==> src/rtl/dataflow_host_ctrl.sv <==
// Host-side initiator for the ping-pong dataflow top: loads an A frame, kicks ap_start,
// serves A reads, captures F writes and streams the F frame out. Optional watchdog: HOST_TIMEOUT_EN.
module dataflow_host_ctrl #(
    parameter int DATA_W  = 32,
    parameter int ADDR_W  = 3,
    parameter int DEPTH   = 5
`ifdef HOST_TIMEOUT_EN
    ,
    parameter int TIMEOUT = 4096
`endif
) (
    input  logic              ap_clk,
    input  logic              ap_rst_n,
    input  logic [DATA_W-1:0] in_data,
    input  logic              in_valid,
    output logic              in_ready,
    output logic [DATA_W-1:0] out_data,
    output logic              out_valid,
    output logic              out_last,
    input  logic              out_ready,
    output logic              dut_ap_start,
    input  logic              dut_ap_ready,
    input  logic              dut_ap_done,
    input  logic              dut_ap_idle,
    input  logic [ADDR_W-1:0] A_address0,
    input  logic              A_ce0,
    output logic [DATA_W-1:0] A_q0,
    input  logic [ADDR_W-1:0] F_address0,
    input  logic              F_ce0,
    input  logic              F_we0,
    input  logic [DATA_W-1:0] F_d0,
    output logic              busy,
    output logic              err,
    output logic [15:0]       frames_done
);

    typedef enum logic [2:0] {
        S_IDLE,
        S_LOAD,
        S_START,
        S_RUN,
        S_DRAIN
    } state_t;

    localparam logic [ADDR_W:0]   DEPTH_C = (ADDR_W+1)'(DEPTH);
    localparam logic [ADDR_W-1:0] LAST_C  = ADDR_W'(DEPTH - 1);

    state_t              state_q;
    logic                in_ready_q;
    logic                out_valid_q;
    logic                ap_start_q;
    logic                err_q;
    logic [ADDR_W-1:0]   wr_cnt_q;
    logic [ADDR_W-1:0]   rd_cnt_q;
    logic [15:0]         frames_q;
    logic [DATA_W-1:0]   a_q0_q;

    logic [DATA_W-1:0]   abuf [DEPTH];
    logic [DATA_W-1:0]   fbuf [DEPTH];

    logic                a_in_range;
    logic                f_in_range;
    logic                f_cap;
    logic                load_acc;
    logic                timeout_hit;
    logic                idle_unused;

    // ap_idle is informational only; the handshake is driven by ap_ready/ap_done
    assign idle_unused = dut_ap_idle;

    assign a_in_range = ({1'b0, A_address0} < DEPTH_C);
    assign f_in_range = ({1'b0, F_address0} < DEPTH_C);
    assign f_cap      = (state_q == S_START) || (state_q == S_RUN);
    assign load_acc   = (state_q == S_LOAD) && in_valid && in_ready_q;

`ifdef HOST_TIMEOUT_EN
    localparam logic [15:0] TO_LAST = 16'(TIMEOUT - 1);
    logic [15:0] wdog_q;

    assign timeout_hit = f_cap && (wdog_q == TO_LAST) && !dut_ap_done;

    always_ff @(posedge ap_clk) begin
        if (!ap_rst_n) begin
            wdog_q <= '0;
        end else if (load_acc && (wr_cnt_q == LAST_C)) begin
            wdog_q <= '0;
        end else if (f_cap) begin
            wdog_q <= wdog_q + 16'd1;
        end
    end
`else
    assign timeout_hit = 1'b0;
`endif

    // Control FSM; every control output is a register set on the transition into its state
    always_ff @(posedge ap_clk) begin
        if (!ap_rst_n) begin
            state_q     <= S_IDLE;
            in_ready_q  <= 1'b0;
            out_valid_q <= 1'b0;
            ap_start_q  <= 1'b0;
            wr_cnt_q    <= '0;
            rd_cnt_q    <= '0;
            frames_q    <= '0;
        end else begin
            case (state_q)
                S_IDLE: begin
                    if (in_valid) begin
                        state_q    <= S_LOAD;
                        in_ready_q <= 1'b1;
                    end
                end
                S_LOAD: begin
                    if (load_acc) begin
                        if (wr_cnt_q == LAST_C) begin
                            wr_cnt_q   <= '0;
                            in_ready_q <= 1'b0;
                            ap_start_q <= 1'b1;
                            state_q    <= S_START;
                        end else begin
                            wr_cnt_q <= wr_cnt_q + 1'b1;
                        end
                    end
                end
                S_START: begin
                    if (timeout_hit) begin
                        ap_start_q  <= 1'b0;
                        out_valid_q <= 1'b1;
                        state_q     <= S_DRAIN;
                    end else if (dut_ap_ready) begin
                        ap_start_q <= 1'b0;
                        if (dut_ap_done) begin
                            out_valid_q <= 1'b1;
                            state_q     <= S_DRAIN;
                        end else begin
                            state_q <= S_RUN;
                        end
                    end
                end
                S_RUN: begin
                    if (dut_ap_done || timeout_hit) begin
                        out_valid_q <= 1'b1;
                        state_q     <= S_DRAIN;
                    end
                end
                S_DRAIN: begin
                    if (out_ready) begin
                        if (rd_cnt_q == LAST_C) begin
                            rd_cnt_q    <= '0;
                            frames_q    <= frames_q + 16'd1;
                            out_valid_q <= 1'b0;
                            state_q     <= S_IDLE;
                        end else begin
                            rd_cnt_q <= rd_cnt_q + 1'b1;
                        end
                    end
                end
                default: begin
                    state_q <= S_IDLE;
                end
            endcase
        end
    end

    always_ff @(posedge ap_clk) begin
        if (!ap_rst_n) begin
            err_q <= 1'b0;
        end else if ((A_ce0 && !a_in_range) ||
                     (f_cap && F_ce0 && F_we0 && !f_in_range) ||
                     timeout_hit) begin
            err_q <= 1'b1;
        end
    end

    // Read port registers old contents, so a same-cycle LOAD write is not forwarded
    always_ff @(posedge ap_clk) begin
        if (!ap_rst_n) begin
            a_q0_q <= '0;
        end else if (A_ce0) begin
            a_q0_q <= a_in_range ? abuf[A_address0] : '0;
        end
    end

    // Buffers carry no reset; only the write strobes are qualified
    always_ff @(posedge ap_clk) begin
        if (ap_rst_n && load_acc) begin
            abuf[wr_cnt_q] <= in_data;
        end
    end

    always_ff @(posedge ap_clk) begin
        if (ap_rst_n && f_cap && F_ce0 && F_we0 && f_in_range) begin
            fbuf[F_address0] <= F_d0;
        end
    end

    assign in_ready     = in_ready_q;
    assign out_valid    = out_valid_q;
    assign out_data     = out_valid_q ? fbuf[rd_cnt_q] : '0;
    assign out_last     = out_valid_q && (rd_cnt_q == LAST_C);
    assign dut_ap_start = ap_start_q;
    assign A_q0         = a_q0_q;
    assign busy         = (state_q != S_IDLE);
    assign err          = err_q;
    assign frames_done  = frames_q;

endmodule

==> config.mk <==
export PLATFORM = sky130hd
export DESIGN_NAME = dataflow_host_ctrl
export DESIGN_NICKNAME = d
export VERILOG_FILES = /design/src/rtl/dataflow_host_ctrl.sv
export SDC_FILE = /design/constraint.sdc
export NUM_CORES = 1
export LEC_CHECK = 0
export ABC_AREA = 1
export BUFFER_PORTS_ARGS = -buffer_cell sky130_fd_sc_hd__buf_2
export CAP_MARGIN = 20
export CORE_MARGIN = 2
export CORE_UTILIZATION = 60
export CTS_BUF_LIST = sky130_fd_sc_hd__clkbuf_2 sky130_fd_sc_hd__clkbuf_4 sky130_fd_sc_hd__clkbuf_8
export CTS_CLUSTER_SIZE = 16
export DETAILED_ROUTE_END_ITERATION = 7
export GPL_ROUTABILITY_DRIVEN = 1
export PLACE_DENSITY = 0.83
export SETUP_SLACK_MARGIN = 0.5
export SLEW_MARGIN = 10
export SYNTH_ARGS = -nofsm -noshare
export SYNTH_HDL_FRONTEND = slang
export SYNTH_SLANG_ARGS = --single-unit
==> constraint.sdc <==
create_clock -name ap_clk -period 5.4 [get_ports ap_clk]
set_clock_uncertainty 0.1 [all_clocks]
set_input_delay 0.81 -clock ap_clk [delete_from_list [all_inputs] [get_ports ap_clk]]
set_output_delay 0.81 -clock ap_clk [all_outputs]
set_load 0.02 [all_outputs]
==> metrics.yaml <==
run_status:
  outcome: "complete, no violations"
floorplanning:
  die_area_um2: 27000
  initial_core_util_pct: 61.2
  core_area_um2: 25200
  rows: 58
  die_w_um: 164
  die_h_um: 164
  ios: 166
critical_path:
  r2r_start: "state_q[1]$_SDFFE_PN0P_"
  crit_arrival_ns: 2.97
  endpoint_kind: "primary output"
  cp-start-kind: "register"
  reg2reg_depth: 7
  worstReg2RegEnd: "fbuf[0][27]$_DFFE_PP_"
  cp_data_required_time_ns: 4.49
  r2r_setup_slack_ns: 2.73
  path_max_fanout: 65
  crit_type: "register to primary output"
clock_network:
  cts_htree_levels: 2
  clockRootBuffer: "clkbuf_8"
  cts_buffers: 58
  cts.path.max_buffers: 3
  cts_sinks: 384
  ctsHoldBuffers: 0
  cts_resized: 0
  cts_tree: "done"
  clk_latency_ns: 0.59
  clk_pin_slew_worst_paths_ns: 0.06
  postCtsSetupBuffers: 0
hold_path:
  hold_depth: 1
  min_path_type: "input pin to register"
  hp-start: "F_d0[15]"
  holdPathEnd: "fbuf[1][15]$_DFFE_PP_"
timing:
  whs_ns: 0.349
  max_freq_ghz: 0.257
  setup_viol: 0
  slew_viol_final: 0
  rsz0062_at_grt: "false"
  setup_ws_ns: 1.52
  worstMarginPinSlew_ns: 1.13
  relSlewSlack_pct: 24.6
  post-route-period-util_pct: 71.9
  tns_ns: 0
  fin_crit_ns: 3.88
  hold_viol: 0
placed_design:
  gp_congestion: 0.888
  io_buffers: 164
  place_area_um2: 16500
  dp_hpwl_um: 18700
  pre_cts_slack_ns: 2.16
power_and_ir_drop:
  ir_drop_mv: 0.247
  p_per_area_nw_per_um2: 365
  leakage_nw: 6.95
synthesis:
  synth_seq_cells: 384
  synth_cell_types: 36
  synth_edf_count: 320
  mappedNetlistNets: 1478
  syn_area_um2: 15400
  yosys_warnings: 0
  syn_area_per_cell_um2: 11.1
  async_flop_share_pct: 0
  synthCells: 1393
  synth_flop_cell: "edfxtp_1"
  ys_seq_area_share_pct: 70.7
route:
  vias: 10677
  drt-wirelength-per-cell_um: 17.2
  vias_per_cell: 5.49
  drc_errors: 0
  firstDrtPassIters: 7
  first_iter_violations: 960
  ant_nets: 0
  drt-total-wl_um: 33500
run:
  cap_violations: 0
global_route:
  grt_max_degree: 67
  gr-total-overflow: 0
  grt_pass1_vias: 10676
  track_usage_pct: 25.0
  grt_pass1_wl_um: 52300
  antenna_found_initial: 5
final_layout:
  nNetsFinal: 1650
  fin_area_um2: 17800
  area_growth_pct: 15.3
  drive_above_1_share_pct: 19.7
[Yosys cell counts (6+ instances only)]
cell type / n / area, µm²
nor2_1: 328 / 1230
edfxtp_1: 320 / 9610
o21ai_0: 160 / 801
nand2_1: 121 / 454
inv_1: 103 / 387
a21oi_1: 74 / 370
dfxtp_1: 64 / 1280
nand3_1: 48 / 240
o21ai_1: 44 / 220
clkbuf_1: 39 / 146
buf_2: 15 / 75.1
buf_6: 9 / 101
nor3_1: 8 / 40.0
a21oi_2: 7 / 61.3
nand4_1: 6 / 37.5
[per-stage QoR]
| step | utilization [%] | std cells | power [mW] |
|---|---|---|---|
| 2_1_floorplan | - | 1393 | 3.82 |
| 3_3_place_gp | 65.4 | 1833 | 3.97 |
| 3_5_place_dp | 65.4 | 1833 | 4.01 |
| 4_1_cts | 70.4 | 1942 | 6.51 |
| 5_1_grt | 70.6 | 1945 | 6.73 |
| 6_report | 70.6 | 1945 | 6.48 |
[cell families (layout without fill, tap and decap cells)]
logic type	after synthesis	count (layout)	share of synthesized area, %
AOI/OAI and AO/OA	291	291	9.72
xor gates and xnor gates	4	4	0.227
adders and majority gates	5	5	0.406
buffers and inverters	180	401	5.06
DFF	384	384	70.7
other	0	1	0
and+or+nand+nor	529	529	13.9
[state kept, by name (all words and copies together) (netlist names), named ones only]
signal        flops
frames_done      16
err               1
state_q           3
abuf            160
dut_ap_start      1
A_q0             32
fbuf            160
wr_cnt_q          3
out_valid         1
rd_cnt_q          3
in_ready          1
[cells in the final DEF (no fill, tap or decap), drive strengths merged, types with 3 or more instances in the layout]
cell / instances
a21oi: 81
buf: 183
bufinv: 5
clkbuf: 82
clkinv: 22
dfxtp: 64
edfxtp: 320
ha: 5
inv: 108
nand2: 125
nand3: 49
nand4: 6
nor2: 337
nor3: 8
nor4: 3
o21ai: 205
xor2: 3
[critical path, stage by stage (launching register included)]
cell	delay (ns)
dfxtp_2	0.31
buf_4	0.53
inv_2	0.58
o21ai_0	0.39
o21ai_0	0.15
o21ai_0	0.19
inv_1	0.05
buf_2	0.15
[final cells by class]
| cell class | count | area, µm² |
|---|---|---|
| Clock buffer | 82 | 1010 |
| Tap cell | 330 | 413 |
| Antenna cell | 1 | 2.50 |
| Sequential cell | 384 | 10900 |
| Multi-Input combinational cell | 829 | 3800 |
| Inverter | 109 | 409 |
| Timing Repair Buffer | 183 | 988 |
| Clock inverter | 27 | 253 |
| Fill cell | 1710 | 7410 |
[worst max path at each step]
| stage | startpoint | to | depth (start not counted) |
|---|---|---|---|
| floorplan | in_valid | abuf[1][0]$_DFFE_PP_ | 4 |
| global placement | ap_rst_n | fbuf[0][12]$_DFFE_PP_ | 6 |
| detailed placement | ap_rst_n | fbuf[0][7]$_DFFE_PP_ | 6 |
| CTS | register | out_data[26] | 7 |
| global route | register | out_data[23] | 7 |
| finish | register | out_data[26] | 7 |
[where the power goes]
part	internal (mW)	total, mW	switching (mW)	leakage [nW]
combinational	0.211	0.658	0.448	2.89
clock	1.45	2.53	1.08	0.665
sequential	3.25	3.30	0.0481	3.40
total	4.91	6.48	1.57	6.95
[metal layers]
metal | vias to the layer above | global-route usage [%] | routed length [µm]
met3 | 88 | 5.43 | 2700
met4 | 6 | 9.73 | 913
met2 | 432 | 45.1 | 17200
met1 | 5045 | 29.2 | 12700
met5 | - | 0 | 41
li1 | 5106 | - | -
Note: power is estimated with default switching activity, not from simulation.
